==> config.mk <==
export PLATFORM = sky130hd
export DESIGN_NAME = serial_onehot_encoder
export DESIGN_NICKNAME = d
export VERILOG_FILES = /design/src/rtl/serial_encoder_pkg.sv /design/src/rtl/lowest_set_index.sv /design/src/rtl/serial_onehot_encoder.sv
export SDC_FILE = /design/constraint.sdc
export NUM_CORES = 1
export LEC_CHECK = 0
export ABC_CLOCK_PERIOD_IN_PS = 1800
export CAP_MARGIN = 20
export CORE_UTILIZATION = 40
export DETAILED_ROUTE_END_ITERATION = 12
export DONT_BUFFER_PORTS = 1
export PLACE_DENSITY = 0.52
export SLEW_MARGIN = 20
export SYNTH_ARGS = -nofsm -noshare
export SYNTH_HDL_FRONTEND = slang
export SYNTH_SLANG_ARGS = --single-unit
==> constraint.sdc <==
create_clock -name clk -period 1.8 [get_ports clk]
set_input_delay 0.18 -clock clk [delete_from_list [all_inputs] [get_ports clk]]
set_output_delay 0.18 -clock clk [all_outputs]
set_load 0.03 [all_outputs]
==> src/rtl/serial_encoder_pkg.sv <==
// rtl/serial_encoder_pkg.sv - shared state encoding and popcount helper for the serial one-hot encoder
package serial_encoder_pkg;

    typedef enum logic [0:0] {
        IDLE = 1'b0,
        EMIT = 1'b1
    } state_t;

    // Widest vector the helper accepts; callers zero-extend narrower vectors.
    localparam int MAX_W = 256;

    function automatic logic popcount_le1(input logic [MAX_W-1:0] v);
        return (v & (v - MAX_W'(1))) == '0;
    endfunction

endpackage

==> src/rtl/lowest_set_index.sv <==
// rtl/lowest_set_index.sv - combinational priority encoder, lowest set index wins
module lowest_set_index #(
    parameter int N = 3
) (
    input  logic [0:(2**N)-1] vec,
    output logic [N-1:0]      idx,
    output logic              any_set
);

    localparam int W = 2**N;

    // Scan high to low so the last assignment is the lowest set bit.
    always_comb begin
        idx = '0;
        for (int i = W-1; i >= 0; i--) begin
            if (vec[i]) begin
                idx = i[N-1:0];
            end
        end
    end

    assign any_set = |vec;

endmodule

==> src/rtl/serial_onehot_encoder.sv <==
// rtl/serial_onehot_encoder.sv - captures a multi-hot vector and streams the index of each set bit, lowest first
module serial_onehot_encoder
    import serial_encoder_pkg::*;
#(
    parameter int N = 3
) (
    input  logic              clk,
    input  logic              reset_n,
    input  logic              in_valid,
    output logic              in_ready,
    input  logic [0:(2**N)-1] d,
    output logic              out_valid,
    input  logic              out_ready,
    output logic [N-1:0]      out_idx,
    output logic              out_last,
    output logic              out_zero
);

    localparam int W = 2**N;

    state_t         state;
    logic [0:W-1]   pending;
    logic           zflag;
    logic [N-1:0]   low_idx;
    logic           any_set;

    lowest_set_index #(
        .N (N)
    ) u_lowest_set_index (
        .vec     (pending),
        .idx     (low_idx),
        .any_set (any_set)
    );

    // Outputs depend only on registered state so no input reaches an output combinationally.
    assign in_ready  = (state == IDLE);
    assign out_valid = (state == EMIT);
    assign out_idx   = (out_valid && any_set) ? low_idx : '0;
    assign out_last  = out_valid && popcount_le1({{(MAX_W-W){1'b0}}, pending});
    assign out_zero  = out_valid && zflag;

    always_ff @(posedge clk or negedge reset_n) begin
        if (!reset_n) begin
            state   <= IDLE;
            pending <= '0;
            zflag   <= 1'b0;
        end else begin
            case (state)
                IDLE: begin
                    if (in_valid) begin
                        pending <= d;
                        zflag   <= (d == '0);
                        state   <= EMIT;
                    end
                end
                EMIT: begin
                    if (out_ready) begin
                        pending[out_idx] <= 1'b0;
                        if (out_last) begin
                            state <= IDLE;
                        end
                    end
                end
                default: state <= IDLE;
            endcase
        end
    end

endmodule

==> results.txt <==
The die covers 0.00194 mm^2. IR analysis of the VDD net gives a maximum drop of 0.00118 V. The reg-to-reg endpoint is pending[7]. The summed negative setup slack over all endpoints is 0 ns. For the pin with the worst max-slew slack, the measured transition is 0.570 ns. The core area is 0.00158 mm^2.

The number of global-route vias before repair was 694. A synthesized cell averages 8.50 um^2. The arrival time of data at the critical path endpoint came out at 1.59 ns. The worst setup path category is register to output pin. For this run the aggregate overflow at the end of global routing stands at 0.

Using the TritonRoute via totals, the vias-per-cell ratio works out to 6.44. Clock tree synthesis selected as its root buffer the cell sky130_fd_sc_hd__clkbuf_4. The I/O pin total came out at 19. The total clock buffers created by CTS is 3. The count of buffers inserted at the top-level ports is 0. The number of max-slew violations in the final report came out at 0. In this run the number of H-tree levels came out at 1. Counting tap cells, the placed design contains a total of 102 instances. The weighted congestion reported at the end of routability-driven placement is 0.782.

By area, the combinational part of the netlist is dominated by compound AO/OA/AOI/OAI gates. The number of iterations in the first detailed-routing pass came out at 6. The post-placement cell area is 757 um^2. The final routed wirelength across all metal layers came out at 2140 um.

The worst-case setup margin in the final layout came out at 0.0274 ns. Along the worst path, the maximum fanout reaches 6. The count of standard-cell rows is 14.

The number of synthesized register bits came out at 10. The final setup skew is 0.00637 ns. STA puts the critical path data required time at 1.62 ns. The worst register-to-register path begins at pending[2]. The final standard cell utilization of the core came out at 59.4%. The initial core utilization came out at 44.8%. The clock latency on the worst-skew pair came out at 0.27 ns. Compared with the post-synthesis result, the final layout area differs by 32.6%. met2 is the most crowded layer.

The critical path goes through nor4_4 > o21ai_1 > a21oi_2 > buf_6. In this run, the number of DRC markers left after iteration 0 of detailed routing was 39. The CTS sink count came out at 10.

The tightest min-delay check is of the primary input to register type. In the layout the commonest cells are 20 x sky130_fd_sc_hd__buf_4, 8 x sky130_fd_sc_hd__a21oi_1, 7 x sky130_fd_sc_hd__nor2_1. The highest cell delay on the worst timing path is 0.46 ns. The total number of nets in the final design is 117. The xor-xnor portion of the synthesized cell area is 0%.

In the routed design, unresolved DRC markers number 0. The synthesized-area fraction occupied by ao, oa, aoi and oai cells is 33.5%. STA classifies the critical path endpoint as an output pin. In the global route stage, met3 resource usage came out at 6.25%. The post-route standard cell area excluding fillers is 936 um^2.

The minimum hold slack came out at 0.0424 ns. The maximum clock rate is 564 MHz. The total routing usage reported by global routing is 23.2%. The standard cell with the maximum stage delay on the critical path is sky130_fd_sc_hd__dfrtp_2. The part of the cycle the worst path needs is 98.5%.

Global routing consumed, on the met2 layer, 34.1% of the routing resources. The first global-routing pass estimated 3170 um of wire. The detailed-placement wirelength estimate is 1350 um.

The routed design could run at a clock period as short as 1.77 ns. Sequential elements use 35.5% of the synthesized area. The library cell used most frequently in the layout, excluding fill and tap cells, is sky130_fd_sc_hd__buf_4. The number of max-cap violations is 0. Counting cells, the worst reg-to-reg path comes to 6.

The worst slew margin relative to its limit came out at 60.9%. The number of diodes added for antenna fixing came out at 0. The hold path depth is 1.

The buffer levels on the longest clock path came out at 2. The final setup violation count is 0. In this run the cell area of the synthesized design comes to 706 um^2. The synthesized net count came out at 95. The synthesized-area fraction occupied by adder cells came out at 0%. The die span in x is 44 um. The number of standard cells in the final layout excluding fillers is 119. The synthesis warning total came out at 0. The final total power came out at 2.05 mW. The count of mapped cells out of synthesis came out at 83. The most critical setup path has its startpoint at pending[5]. The synthesized netlist devotes 20.7% of its cell area to simple gates. The proportion of layout cells with a drive suffix above 1 came out at 40.8%. For hold timing, the worst endpoint is pending[0].

The clock transition time at the flip-flop clock pins of the worst setup and hold paths is 0.08 ns. The standby leakage power is 0.407 nW. The minimum setup slack among reg-to-reg paths is 0.03 ns. For this run, global-route usage on met1 was measured as 31.3%. In this run the power density over the cells is 2190 mW/mm^2. The largest net degree at the start of global routing is 11. The initial antenna violation count came out at 0. The share of cell area taken by muxes after synthesis came out at 1.42%. The clock tree from TritonCTS is yes. The start point of the worst min-delay path is d[0]. The total number of vias came out at 766. The total count of hold-check failures in the final report came to 0.

The post-place setup slack came out at 0.165 ns. The critical path launch point type is a register. The vertical extent of the die came out at 44 um. The distinct cell type count of the synthesized netlist came out at 32. In the final routed layout, each cell accounts on average for 18.0 um. The remaining antenna violation count after routing came out at 0. The run finished with clean final reports.
cell usage after synthesis, drive strengths merged:
library cell	n	area (um^2)
dfrtp	10	250
a21oi	9	45.0
nor2	8	30.0
o21ai	8	40.0
inv	7	26.3
a22o	6	53.8
buf	4	28.8
nor4	4	40.0
a22oi	3	22.5
nor3	3	15.0
clkbuf	2	7.51
nand2	2	7.51
nand2b	2	15.0
nor2b	2	12.5
o31ai	2	15.0
a2111oi	1	15.0
a21boi	1	7.51
a221o	1	11.3
a31oi	1	6.26
mux2i	1	10.0
nand3	1	5.00
nand4	1	6.26
nand4b	1	8.76
o21ba	1	10.0
o311a	1	10.0
or2	1	6.26
how the worst max path moves through the flow:
| stage | slack (ns) | depth (start not counted) | endpoint |
|---|---|---|---|
| after floorplan | 0.04 | 3 | out_idx[2] |
| after global placement | 0.15 | 4 | pending[7] |
| after detailed placement | 0.16 | 4 | pending[7] |
| after CTS | 0.02 | 4 | out_idx[0] |
| after global routing | -0.01 | 4 | out_last |
| final | 0.03 | 4 | out_last |
report_power, final:
part / internal, mW / switching, mW
Sequential: 0.317 / 0.163
Combinational: 0.623 / 0.787
Clock: 0.0774 / 0.0867
Total: 1.02 / 1.04
cell families after synthesis:
logic type | after synthesis
AO/OA/AOI/OAI | 34
AND/OR/NAND/NOR | 25
buffers and inverters | 13
flip-flops | 10
multiplexers | 1
critical path: cells and delay by family (launching register included):
family	cells	cell delay (ns)
compound gates	2	0.37
buf+inv	1	0.16
simple gates	1	0.33
flops	1	0.46
sequential cells by signal (all words and copies together), names as in the netlist:
register / flops
pending: 8
out_valid: 1
zflag: 1
final cells by class:
| type | instances | area, um^2 |
|---|---|---|
| Timing Repair Buffer | 23 | 181 |
| Tap cell | 16 | 20.0 |
| Inverter | 7 | 28.8 |
| Fill cell | 140 | 641 |
| Multi-Input combinational cell | 60 | 425 |
| Clock buffer | 3 | 22.5 |
| Sequential cell | 10 | 258 |
per-layer routing:
layer	part of all wire, %	vias up
met5	0	-
met4	2.0	0
met3	5.9	8
met2	47	42
met1	45	364
li1	-	352
repair_timing:
item	in CTS	in global routing
hold endpoints to repair	10	1
buffers inserted	2	10
pin swaps	1	4
resized for setup	5	12
hold buffers	1	1
endpoints found under the setup margin	2	4
Power figures use the tool's default switching activity.
